[config.mk]
export PLATFORM = sky130hd
export DESIGN_NAME = ask_mod_param
export DESIGN_NICKNAME = d
export VERILOG_FILES = /design/src/rtl/ask_pkg.sv /design/src/rtl/ask_lfsr.sv /design/src/rtl/ask_mod_param.sv
export SDC_FILE = /design/constraint.sdc
export NUM_CORES = 1
export LEC_CHECK = 0
export CORE_MARGIN = 2
export CORE_UTILIZATION = 53
export CTS_CLUSTER_DIAMETER = 100
export DETAILED_ROUTE_END_ITERATION = 8
export GPL_TIMING_DRIVEN = 0
export PLACE_DENSITY_LB_ADDON = 0.2
export SYNTH_ARGS = -nofsm -noshare
export SYNTH_HDL_FRONTEND = slang
export SYNTH_HIERARCHICAL = 1
export SYNTH_SLANG_ARGS = --single-unit
[constraint.sdc]
create_clock -name clk -period 2.6 [get_ports clk]
set_input_delay 0.39 -clock clk [delete_from_list [all_inputs] [get_ports clk]]
set_output_delay 0.39 -clock clk [all_outputs]
set_load 0.03 [all_outputs]
[src/rtl/ask_pkg.sv]
// Shared definitions for the ASK modulator: state encoding, LFSR constants
// and the symbol-to-amplitude mapping.
package ask_pkg;

  typedef enum logic {IDLE, SEND} state_e;

  localparam logic [15:0] LFSR_SEED = 16'hACE1;
  // Taps 16,14,13,11 of a right-shifting Fibonacci register land on bits 0,2,3,5.
  localparam logic [15:0] LFSR_TAPS = 16'h002D;

  function automatic int amp_level(input int k, input int bps, input int amp_w);
    return (k * ((1 << amp_w) - 1)) / ((1 << bps) - 1);
  endfunction

endpackage

[src/rtl/ask_lfsr.sv]
// 16-bit Fibonacci LFSR payload source; advances one step per enabled cycle.
module ask_lfsr
  import ask_pkg::*;
(
  input  logic        clk,
  input  logic        rst,
  input  logic        en_i,
  output logic [15:0] state_o
);

  logic [15:0] lfsr_q;
  logic [15:0] lfsr_d;

  always_comb begin
    lfsr_d = lfsr_q;
    if (en_i) lfsr_d = {^(lfsr_q & LFSR_TAPS), lfsr_q[15:1]};
  end

  always_ff @(posedge clk or posedge rst) begin
    if (rst) lfsr_q <= LFSR_SEED;
    else     lfsr_q <= lfsr_d;
  end

  assign state_o = lfsr_q;

endmodule

[src/rtl/ask_mod_param.sv]
// Parameterised ASK modulator: serialises payload words MSB-first into
// amplitude symbols and gates them with a free-running square carrier.
module ask_mod_param
  import ask_pkg::*;
#(
  parameter int WORD_W   = 8,
  parameter int BPS      = 1,
  parameter int SPB      = 4,
  parameter int HALF_PER = 2,
  parameter int AMP_W    = 4
) (
  input  logic              clk,
  input  logic              rst,
  input  logic              load,
  input  logic              prbs_en,
  input  logic              stop,
  input  logic [WORD_W-1:0] word_in,
  input  logic              word_valid,
  output logic              word_ready,
  output logic [AMP_W-1:0]  amp_out,
  output logic [AMP_W-1:0]  mod_out,
  output logic              carrier_out,
  output logic              xor_result,
  output logic              new_word,
  output logic              busy
);

  localparam int NSYM  = WORD_W / BPS;
  localparam int NLEV  = 1 << BPS;
  localparam int CYC_W = $clog2(SPB);
  localparam int SYM_W = (NSYM > 1) ? $clog2(NSYM) : 1;
  localparam int HP_W  = (HALF_PER > 1) ? $clog2(HALF_PER) : 1;
  localparam logic [CYC_W-1:0] CYC_LAST = CYC_W'(SPB - 1);
  localparam logic [SYM_W-1:0] SYM_LAST = SYM_W'(NSYM - 1);
  localparam logic [HP_W-1:0]  HP_LAST  = HP_W'(HALF_PER - 1);

  state_e            state_q;
  logic              mode_prbs_q;
  logic              stop_q;
  logic              new_word_q;
  logic [WORD_W-1:0] shift_q;
  logic [CYC_W-1:0]  cyc_q;
  logic [SYM_W-1:0]  sym_q;
  logic [HP_W-1:0]   half_q;
  logic              carrier_q;

  logic [15:0]       lfsr_state;
  logic              lfsr_unused;
  logic [AMP_W-1:0]  amp_tab [NLEV];
  logic [BPS-1:0]    sym_val;
  logic              last_cyc;
  logic              stop_eff;
  logic              start;
  logic              chain;
  logic              accept;
  logic              use_prbs;
  logic [WORD_W-1:0] word_d;

  for (genvar k = 0; k < NLEV; k++) begin : g_amp
    assign amp_tab[k] = AMP_W'(amp_level(k, BPS, AMP_W));
  end

  ask_lfsr u_lfsr (
    .clk     (clk),
    .rst     (rst),
    .en_i    (accept && use_prbs),
    .state_o (lfsr_state)
  );

  assign lfsr_unused = ^lfsr_state;

  // A stop arriving on the boundary cycle itself counts as already latched.
  assign last_cyc = (state_q == SEND) && (cyc_q == CYC_LAST) && (sym_q == SYM_LAST);
  assign stop_eff = stop_q | stop;
  assign start    = (state_q == IDLE) && load && (prbs_en || word_valid);
  assign chain    = last_cyc && !stop_eff && (mode_prbs_q || word_valid);
  assign accept   = start || chain;
  assign use_prbs = (state_q == IDLE) ? prbs_en : mode_prbs_q;
  assign word_d   = use_prbs ? lfsr_state[WORD_W-1:0] : word_in;

  assign word_ready = (state_q == IDLE) ? !prbs_en
                                        : (last_cyc && !mode_prbs_q && !stop_eff);

  always_ff @(posedge clk or posedge rst) begin
    if (rst) begin
      state_q     <= IDLE;
      mode_prbs_q <= 1'b0;
      stop_q      <= 1'b0;
      new_word_q  <= 1'b0;
      shift_q     <= '0;
      cyc_q       <= '0;
      sym_q       <= '0;
    end else begin
      new_word_q <= accept;
      if (accept) begin
        state_q     <= SEND;
        mode_prbs_q <= use_prbs;
        stop_q      <= 1'b0;
        shift_q     <= word_d;
        cyc_q       <= '0;
        sym_q       <= '0;
      end else if (state_q == SEND) begin
        if (stop) stop_q <= 1'b1;
        if (cyc_q == CYC_LAST) begin
          cyc_q <= '0;
          if (sym_q == SYM_LAST) begin
            state_q <= IDLE;
            stop_q  <= 1'b0;
            sym_q   <= '0;
          end else begin
            sym_q   <= sym_q + SYM_W'(1);
            shift_q <= shift_q << BPS;
          end
        end else begin
          cyc_q <= cyc_q + CYC_W'(1);
        end
      end
    end
  end

  // The carrier runs from reset regardless of word framing.
  always_ff @(posedge clk or posedge rst) begin
    if (rst) begin
      half_q    <= '0;
      carrier_q <= 1'b0;
    end else if (half_q == HP_LAST) begin
      half_q    <= '0;
      carrier_q <= ~carrier_q;
    end else begin
      half_q <= half_q + HP_W'(1);
    end
  end

  assign sym_val     = shift_q[WORD_W-1 -: BPS];
  assign busy        = (state_q == SEND);
  assign amp_out     = busy ? amp_tab[sym_val] : '0;
  assign mod_out     = carrier_q ? amp_out : '0;
  assign carrier_out = carrier_q;
  assign xor_result  = busy & (shift_q[WORD_W-1] ^ carrier_q);
  assign new_word    = new_word_q;

endmodule

==> summary.md, run 1 <==
| Metric | Value |
|---|---|
| Status | `finished, final reports clean` |
| Synthesized flop and latch total | `35` |
| Die area | `0.00377 mm^2` |
| Number of nets in the layout | `185` |
| Worst EP required | `2.21 ns` |
| Syn Area/Cell | `12.9 um^2` |
| Slew HR | `53.3%` |
| Core area | `0.00310 mm^2` |
| Total track usage | `19.1%` |
| Placed inst area | `0.00206 mm^2` |
| LEAKAGE | `0.960 nW` |
| Hold WC Path Type | `in2async` |
| Vias in the first global route | `1,068` |
| Synth area leader | `dfrtp_1` |
| Vias per Instance | `5.04` |
| Die Ht | `61.4 um` |
| Peak VDD IR | `0.480 mV` |
| Final Util | `68.6%` |
| Crit path time final | `2.43 ns` |
| First-pass GRT wire length | `5050 um` |
| I/O Pins | `27` |
| Slowest cell on the critical path | `clkdlybuf4s50_1` |
| Iteration-0 DRC count of the detailed router | `66` |
| Syn nets | `152` |
| Clk pin slew, worst setup/hold paths | `0.10 ns` |
| Die Width | `61.4 um` |
| Initial antenna violation count | `0` |
| Largest net degree at the start of global routing | `20` |
| Final Cell Area | `0.00213 mm^2` |
| Least-Margin Pin Slew | `0.700 ns` |
| Gpl congestion | `0.720` |
| WS Path Type | `reg2out` |
| Slew Viols, Final | `0` |
| Critical path endpoint category | `primary output` |
| Routed Wire Length | `2960 um` |
| Post-DP HPWL | `2310 um` |
| Final Hold Fails | `0` |
| Max Cap Violations | `0` |
| Yosys cell types | `33` |
| Register-to-Register Path Depth | `8` |
| Critical path, cell by cell | `buf_2 -> and3_1 -> buf_4 -> clkdlybuf4s50_1` |
| Routed wire per std cell | `13.9 um` |
| Worst Setup SP | `busy` |
| Layout cells sized above 1 | `28.4%` |
| RSZ-0062 raised after global routing | `no` |
| PwrDens | `924 mW/mm^2` |
| Hold slack final | `0.443 ns` |
| FMAX | `0.412 GHz` |
| Cells after Synth | `135` |
| Worst-Skew Late Latency | `0.32 ns` |
| Worst-path maximum fanout | `10` |
| H-Tree Depth | `2` |
| Crit path DAT | `2.04 ns` |
| Synthesis warning total | `6` |
| Final ANT Viol Nets | `0` |
| Clk root buf | `clkbuf_4` |
| Grt ovf | `0` |
| Clock buffer depth | `2` |
| Setup Skew | `0.00763 ns` |
| R2R Path End | `u_lfsr/state_o[8]` |
| Startpoint Class | `flop` |
| DR pass1 iterations | `4` |
| Post-synthesis sequential area ratio | `50.7%` |
| Crit-path max cell delay | `0.67 ns` |
| Post-Syn Area | `0.00175 mm^2` |
| Area contributors post-synth | `dfrtp_1 39%, mux2i_1 14%, dfstp_2 12%` |
| Rows | `20` |
| Reg2Reg Launch Point | `sym_q[0]` |
| Setup bufs post-CTS | `0` |
| CTS sink cnt | `35` |
| Antenna diode count | `0` |
| Area grow syn2layout | `21.8%` |
| Final setup vio count | `0` |
| Setup slack, reg-to-reg | `0.28 ns` |
| Post-route DRC | `0` |
| Initial core utilization | `56.3%` |
| CTS tree | `done` |
| TritonCTS buffer count | `5` |
| Setup TNS Final | `0 ns` |
| Via count | `1,074` |
| Tcrit/Tclk final | `93.4%` |
| Port bufs | `26` |
| Top cell type's share of synthesized area | `38.7%` |
## cell usage after synthesis (all sizes together)
library cell and number:
and3 1, ha 3, buf 10, and2 1, xor2 1, o22ai 1, nand2 8, nand2b 1
mux2 15, inv 5, a21bo 1, nor2b 1, o21ai 4, a32o 1, a21oi 5, nand3 1
mux2i 25, dfstp 8, dfrtp 27, nor3 2, nor2 8, xnor2 4, or4 1, nor3b 1
## cell families (layout without fill, tap and decap cells)
kind of cell	Yosys count	after routing	synth area share, %
compound gates	12	12	4.72
xor+xnor	5	5	2.51
buf+inv	15	49	6.58
mux	40	40	26.4
simple gates	25	25	6.94
flops	35	35	50.7
fa+ha+maj	3	3	2.15
## power by group
group / internal, mW / switching [mW] / total [mW]
Sequential: 0.699 / 0.0913 / 0.791
Clock: 0.159 / 0.168 / 0.327
Combinational: 0.415 / 0.435 / 0.850
Total: 1.27 / 0.695 / 1.97
## layer usage
metal / track usage (%) / routed length, um
met5: 0 / 0
met4: 6.38 / 14
met3: 6.93 / 76
met2: 32.1 / 1600
met1: 22.8 / 1270
## cells in the final DEF, fill, tap and decap left out, types with 2 or more instances in the layout
cell	n
ha_1	2
dfstp_2	8
nor2_1	7
mux2_2	7
clkdlybuf4s50_1	25
mux2_4	8
clkbuf_8	2
buf_2	2
dfrtp_1	27
nand2_1	8
mux2i_1	24
a21oi_1	5
buf_4	6
o21ai_0	3
nor3_1	2
xnor2_1	4
clkbuf_4	5
inv_1	4
## how the worst max path moves through the flow
stage,cells past startpoint,endpoint
after floorplan,5,word_ready
after global placement,4,word_ready
after detailed placement,4,word_ready
after CTS,6,word_ready
after global routing,6,word_ready
final,4,mod_out[3]
## worst max-delay path: cells and delay by family, from the launching register on
family	cells	cell delay (ns)
DFF	1	0.39
and+or+nand+nor	1	0.27
buffers and inverters	3	1.06
## sequential cells by signal (all words and copies together), names as in the netlist
signal	cells
u_lfsr/state_o	16
shift_q	8
sym_q	3
cyc_q	2
busy	1
carrier_out	1
half_q	1
mode_prbs_q	1
new_word	1
stop_q	1
## timing repair
action / CTS / global route
pin swaps: 0 / 0
endpoints found under the hold margin: 0 / 0
hold buffers: 0 / 0
endpoints found under the setup margin: 1 / 1
resized for setup: 3 / 3
## per-stage QoR
| stage | instances | power, mW | setup WS [ns] |
|---|---|---|---|
| floorplan | 135 | 1.43 | 0.452 |
| global placement | 205 | 1.62 | 0.0276 |
| detailed placement | 205 | 1.66 | 0.00102 |
| CTS | 213 | 1.99 | 0.00579 |
| global route | 213 | 2.10 | 0.0415 |
| finish | 213 | 1.97 | 0.171 |
## cell type report
cell class / instances / area, um^2
Fill cell: 255 / 973
Sequential cell: 35 / 886
Multi-Input combinational cell: 85 / 749
Timing Repair Buffer: 26 / 255
Buffer: 10 / 96.3
Clock buffer: 8 / 68.8
Tap cell: 44 / 55.1
Inverter: 5 / 18.8
Note: power is estimated with default switching activity, not from simulation.
==> inputs of run 2 (changes only) <==
- CELL_PAD_IN_SITES_DETAIL_PLACEMENT: not set -> 1
- CELL_PAD_IN_SITES_GLOBAL_PLACEMENT: not set -> 2
- CORE_UTILIZATION: 53 -> 42
- DONT_BUFFER_PORTS: not set -> 1
==> summary.md, run 2 (synthesis gave the netlist of run 1 again) <==
| Metric | Value |
|---|---|
| Status | `finished, final reports clean (unchanged)` |
| Reg2Reg Launch Point | `sym_q[0] (unchanged)` |
| Worst-Skew Late Latency | `0.28 ns (was 0.32 ns)` |
| Most frequent cells in the layout | `27 x dfrtp_1, 24 x mux2i_1, 8 x nand2_1, 8 x mux2_4, 8 x dfstp_2 (was 27 x dfrtp_1, 25 x clkdlybuf4s50_1, 24 x mux2i_1)` |
| Slew HR | `52.1% (was 53.3%)` |
| Slew Viols, Final | `0 (unchanged)` |
| Startpoint Class | `flop (unchanged)` |
| Max Cap Violations | `0 (unchanged)` |
| Total track usage | `14.7% (was 19.1%)` |
| Initial antenna violation count | `0 (unchanged)` |
| Commonest non-fill, non-tap cell in the layout | `dfrtp_1 (unchanged)` |
| Final Util | `47.5% (was 68.6%)` |
| Setup TNS Final | `0 ns (unchanged)` |
| Least-Margin Pin Slew | `0.718 ns (was 0.700 ns)` |
| Crit path DAT | `2.04 ns (about the same)` |
| Vias per Instance | `5.16 (was 5.04)` |
| H-Tree Depth | `2 (unchanged)` |
| Tcrit/Tclk final | `93.4% (about the same)` |
| Worst-path maximum fanout | `5 (was 10)` |
| WS Path Type | `reg2out (unchanged)` |
| Seq pwr share | `42.7% (was 40.2%)` |
| Setup slack, reg-to-reg | `0.18 ns (was 0.28 ns)` |
| Die Ht | `68.5 um (was 61.4 um)` |
| TritonCTS buffer count | `5 (unchanged)` |
| Initial core utilization | `43.7% (was 56.3%)` |
| R2R Path End | `u_lfsr/state_o[8] (unchanged)` |
| Number of nets in the layout | `159 (was 185)` |
| CTS sink cnt | `35 (unchanged)` |
| Comb pwr share | `37.9% (was 43.2%)` |
| Internal power | `1.21 mW (was 1.27 mW)` |
| Core area | `0.00400 mm^2 (was 0.00310 mm^2)` |
| Antenna diode count | `0 (unchanged)` |
| CTS tree | `done (unchanged)` |
| RSZ-0062 raised after global routing | `no (unchanged)` |
| Multi-input gate area in the final layout | `753 um^2 (was 749 um^2)` |
| Peak VDD IR | `0.365 mV (was 0.480 mV)` |
| Setup Skew | `0.0102 ns (was 0.00763 ns)` |
| Post-route DRC | `0 (unchanged)` |
| FF/Latch Area | `886 um^2 (unchanged)` |
| Switching Fraction | `36.2% (was 35.3%)` |
| Fill cells | `419 (was 255)` |
| Rows | `23 (was 20)` |
| Power share of the clock group | `19.4% (was 16.6%)` |
| PwrDens | `999 mW/mm^2 (was 924 mW/mm^2)` |
| Final ANT Viol Nets | `0 (unchanged)` |
| Die area | `0.00469 mm^2 (was 0.00377 mm^2)` |
| Worst EP required | `2.21 ns (about the same)` |
| Clk root buf | `clkbuf_8 (was clkbuf_4)` |
| Psw | `0.686 mW (was 0.695 mW)` |
| Hold WC Path Type | `in2async (unchanged)` |
| Final setup vio count | `0 (unchanged)` |
| Gpl congestion | `0.653 (was 0.720)` |
| Largest net degree at the start of global routing | `20 (unchanged)` |
| Iteration-0 DRC count of the detailed router | `25 (was 66)` |
| Clk pin slew, worst setup/hold paths | `0.07 ns (was 0.10 ns)` |
| Max reg flops | `16 (unchanged)` |
| I/O Pins | `27 (unchanged)` |
| Hold slack final | `0.0571 ns (was 0.443 ns)` |
| Via count | `995 (was 1,074)` |
| Vias in the first global route | `1,073 (was 1,068)` |
| Clock buffer depth | `2 (unchanged)` |
| Grt ovf | `0 (unchanged)` |
| Critical path endpoint category | `primary output (unchanged)` |
| Port bufs | `0 (was 26)` |
| Die Width | `68.5 um (was 61.4 um)` |
| Area grow syn2layout | `8.59% (was 21.8%)` |
| LEAKAGE | `0.868 nW (was 0.960 nW)` |
| Post-DP HPWL | `2280 um (was 2310 um)` |
| Final Hold Fails | `0 (unchanged)` |
| Register-to-Register Path Depth | `8 (unchanged)` |
| DR pass1 iterations | `4 (unchanged)` |
| Crit path time final | `2.43 ns (about the same)` |
| FMAX | `0.412 GHz (about the same)` |
| First-pass GRT wire length | `5000 um (was 5050 um)` |
| Layout cells sized above 1 | `32.2% (was 28.4%)` |
| Routed Wire Length | `3010 um (was 2960 um)` |
| Routed wire per std cell | `15.6 um (was 13.9 um)` |
run 2: changes by cell type in the layout (fill, tap and decap cells not counted), sizes merged:
cell / delta
clkdlybuf4s50: -25
clkinv: +1
clkbuf: -1
buf: -1
run 2: worst max path at each step:
stage | startpoint | endpoint | slack (ns)
4_1_cts | sym_q[0] | word_ready | 0.15
3_3_place_gp | sym_q[0] | u_lfsr/state_o[12] | 0.22
3_5_place_dp | sym_q[0] | u_lfsr/state_o[9] | 0.19
6_report | sym_q[0] | word_ready | 0.17
2_1_floorplan | sym_q[0] | word_ready | 0.45
5_1_grt | sym_q[0] | u_lfsr/state_o[8] | 0.07
run 2: cell type report:
cell class              instances  area share, %
flip-flops and latches         35           46.7
well taps                      50           3.30
clock buffers                   7           4.02
plain buffers                  10           5.08
multi-input cells              85           39.7
clock inverters                 1          0.264
inverters                       5          0.989
run 2: worst max-delay path, cell delays in order (launching register included):
cell	delay, ns
dfrtp_1	0.38
ha_1	0.17
ha_1	0.26
nand2_1	0.13
or4_4	0.48
o22ai_2	0.35
run 2: power groups by stage:
stage          sequential, mW  clock, mW  combinational [mW]
2_1_floorplan           0.795          0               0.631
3_3_place_gp            0.813          0               0.703
3_5_place_dp            0.822          0               0.731
4_1_cts                 0.812      0.382               0.738
5_1_grt                 0.827      0.410               0.789
6_report                0.809      0.368               0.718
run 2: per-stage QoR:
| step | instance area [um^2] | setup slack (ns) | instances | power, mW |
|---|---|---|---|---|
| detailed placement | 1810 | 0.189 | 185 | 1.55 |
| global placement | 1810 | 0.224 | 185 | 1.52 |
| floorplan | 1750 | 0.452 | 135 | 1.43 |
| global route | 1900 | 0.0668 | 193 | 2.03 |
| finish | 1900 | 0.171 | 193 | 1.90 |
| CTS | 1900 | 0.146 | 193 | 1.93 |
run 2: per-layer routing:
metal	GRT usage, %	wire (um)	vias to the layer above	share of wire (%)
met5	0	0	-	0
met4	6.75	24	0	0.80
met3	4.55	117	2	3.9
met2	24.4	1500	10	50
met1	17.5	1370	509	46
li1	-	-	474	-
run 2: repair_timing:
item / 4_1_cts / 5_1_grt
endpoints found under the setup margin: 1 / 0
hold endpoints to repair: 0 / 0
buffers inserted: 0 / 0
gates resized for setup: 1 / 0
hold buffers: 0 / 0
==> inputs of run 3 (changes only) <==
- CORE_UTILIZATION: 42 -> 45
- CTS_CLUSTER_DIAMETER: 100 -> 120
- clock period: 2.6 -> 2.8 ns (I/O delays scaled with it)
==> summary.md, run 3 (synthesis gave the netlist of run 1 again) <==
| Metric | Value |
|---|---|
| Status | `finished, final reports clean (unchanged)` |
| Vias per Instance | `5.30 (was 5.16)` |
| Setup TNS Final | `0 ns (unchanged)` |
| Max reg flops | `16 (unchanged)` |
| Critical path, cell by cell | `ha_1 -> ha_1 -> nand2_1 -> or4_4 -> o22ai_2 (unchanged)` |
| Final ANT Viol Nets | `0 (unchanged)` |
| Max Cap Violations | `0 (unchanged)` |
| H-Tree Depth | `2 (unchanged)` |
| Clk root buf | `clkbuf_8 (unchanged)` |
| Core area | `0.00369 mm^2 (was 0.00400 mm^2)` |
| Worst path top cell family by delay | `simple AND/OR/NAND/NOR gates (unchanged)` |
| Fill cells | `393 (was 419)` |
| WS Path Type | `reg2out (unchanged)` |
| Least-Margin Pin Slew | `0.729 ns (was 0.718 ns)` |
| Routed wire per std cell | `15.8 um (was 15.6 um)` |
| Most frequent cells in the layout | `27 x dfrtp_1, 24 x mux2i_1, 8 x nand2_1, 8 x mux2_4, 8 x dfstp_2 (unchanged)` |
| Most Frequent Cell on Critical Path | `ha_1 (unchanged)` |
| Setup slack, reg-to-reg | `0.39 ns (was 0.18 ns)` |
| Vias in the first global route | `1,119 (was 1,073)` |
| Final Util | `51.9% (was 47.5%)` |
| Post-route DRC | `0 (unchanged)` |
| FMAX | `0.405 GHz` |
| Reg2Reg Launch Point | `sym_q[0] (unchanged)` |
| Number of nets in the layout | `159 (unchanged)` |
| RSZ-0062 raised after global routing | `no (unchanged)` |
| LEAKAGE | `0.877 nW (was 0.868 nW)` |
| Clk pin slew, worst setup/hold paths | `0.07 ns (about the same)` |
| Final Cell Area | `0.00191 mm^2 (was 0.00190 mm^2)` |
| Grt ovf | `0 (unchanged)` |
| Hold slack final | `0.0913 ns (was 0.0571 ns)` |
| Final setup vio count | `0 (unchanged)` |
| Layout cells sized above 1 | `32.9% (was 32.2%)` |
| Hold WC Path Type | `in2async (unchanged)` |
| Slew Viols, Final | `0 (unchanged)` |
| DR pass1 iterations | `4 (unchanged)` |
| Port bufs | `0 (unchanged)` |
| Die area | `0.00440 mm^2 (was 0.00469 mm^2)` |
| Initial core utilization | `47.4% (was 43.7%)` |
| Tcrit/Tclk final | `88.2%` |
| CP bufs+invs | `0 (unchanged)` |
| Largest net degree at the start of global routing | `20 (unchanged)` |
| Peak VDD IR | `0.409 mV (was 0.365 mV)` |
| Worst EP required | `2.38 ns (was 2.21 ns)` |
| Slowest cell on the critical path | `or4_4 (unchanged)` |
| Area grow syn2layout | `9.52% (was 8.59%)` |
| Register-to-Register Path Depth | `8 (unchanged)` |
| Setup ws final | `0.331 ns (was 0.171 ns)` |
| Pre-CTS setup slack | `0.389 ns (was 0.189 ns)` |
| Via count | `1,013 (was 995)` |
| Antenna diode count | `0 (unchanged)` |
| Worst-Skew Late Latency | `0.28 ns (about the same)` |
| Placed inst area | `0.00181 mm^2 (about the same)` |
| Iteration-0 DRC count of the detailed router | `29 (was 25)` |
| I/O Pins | `27 (unchanged)` |
| Post-DP HPWL | `2260 um (was 2280 um)` |
| Slew HR | `51.4% (was 52.1%)` |
| PwrDens | `951 mW/mm^2 (was 999 mW/mm^2)` |
| Worst-path maximum fanout | `5 (unchanged)` |
| Commonest non-fill, non-tap cell in the layout | `dfrtp_1 (unchanged)` |
| Crit path time final | `2.47 ns` |
| Setup Skew | `0.00634 ns (was 0.0102 ns)` |
| Total track usage | `16.3% (was 14.7%)` |
| Crit-path max cell delay | `0.47 ns (was 0.48 ns)` |
| Die Ht | `66.3 um (was 68.5 um)` |
| R2R Path End | `u_lfsr/state_o[8] (unchanged)` |
| Startpoint Class | `flop (unchanged)` |
| TritonCTS buffer count | `5 (unchanged)` |
| Worst Setup SP | `sym_q[0] (unchanged)` |
| Crit path DAT | `2.05 ns (was 2.04 ns)` |
| Critical path endpoint category | `primary output (unchanged)` |
| CTS Hold Bufs | `0 (unchanged)` |
| First-pass GRT wire length | `5330 um (was 5000 um)` |
| Clock buffer depth | `2 (unchanged)` |
| CTS sink cnt | `35 (unchanged)` |
| Rows | `22 (was 23)` |
| Initial antenna violation count | `0 (unchanged)` |
| CTS tree | `done (unchanged)` |
| Die Width | `66.3 um (was 68.5 um)` |
| Final Hold Fails | `0 (unchanged)` |
| Gpl congestion | `0.701 (was 0.653)` |
| Routed Wire Length | `3020 um (was 3010 um)` |
[run 3: cell types whose count changed in the layout (fill, tap and decap cells not counted), sizes merged]
cell    before  now
clkbuf       7    8
clkinv       1    0
[run 3: routing by layer]
layer / GRT usage, % / routed length [um]
met5: 0 / 0
met4: 7.65 / 34
met3: 4.60 / 143
met2: 27.8 / 1580
met1: 18.9 / 1270
[run 3: repair_timing]
item                                    CTS  global route
endpoints found under the setup margin    0             1
setup buffers                             0             0
gates resized for setup                   0             1
[run 3: worst reg2reg max path: cells and delay by family, from the launching register on]
family	cells	cell delay (ns)
multiplexers	1	0.30
AND/OR/NAND/NOR	2	0.60
adder cells (fa/ha/maj)	2	0.44
AO/OA/AOI/OAI	1	0.24
flip-flops	1	0.38
buffers and inverters	2	0.34
[run 3: worst max-delay path by stage]
stage	endpoint	cells past startpoint
CTS	word_ready	5
finish	word_ready	5
global route	word_ready	5
floorplan	word_ready	5
global placement	u_lfsr/state_o[12]	8
detailed placement	u_lfsr/state_o[8]	8
[run 3: metrics by stage]
step	instances	power (mW)
2_1_floorplan	135	1.32
3_3_place_gp	183	1.40
3_5_place_dp	183	1.44
4_1_cts	191	1.85
5_1_grt	191	1.95
6_report	191	1.82
[run 3: cell type report]
type | instances | area, um^2 | share of cell area (%)
sequential | 35 | 886 | 46.3
tap | 48 | 60.1 | 3.14
clock buffer | 8 | 100 | 5.23
multi-input combinational | 85 | 753 | 39.3
buffer | 10 | 96.3 | 5.03
inverter | 5 | 18.8 | 0.980
[run 3: power breakdown]
group	leakage (nW)	total (mW)	internal [mW]	switching (mW)
logic	0.397	0.667	0.298	0.369
clock network	0.0515	0.400	0.224	0.175
registers	0.429	0.754	0.650	0.103
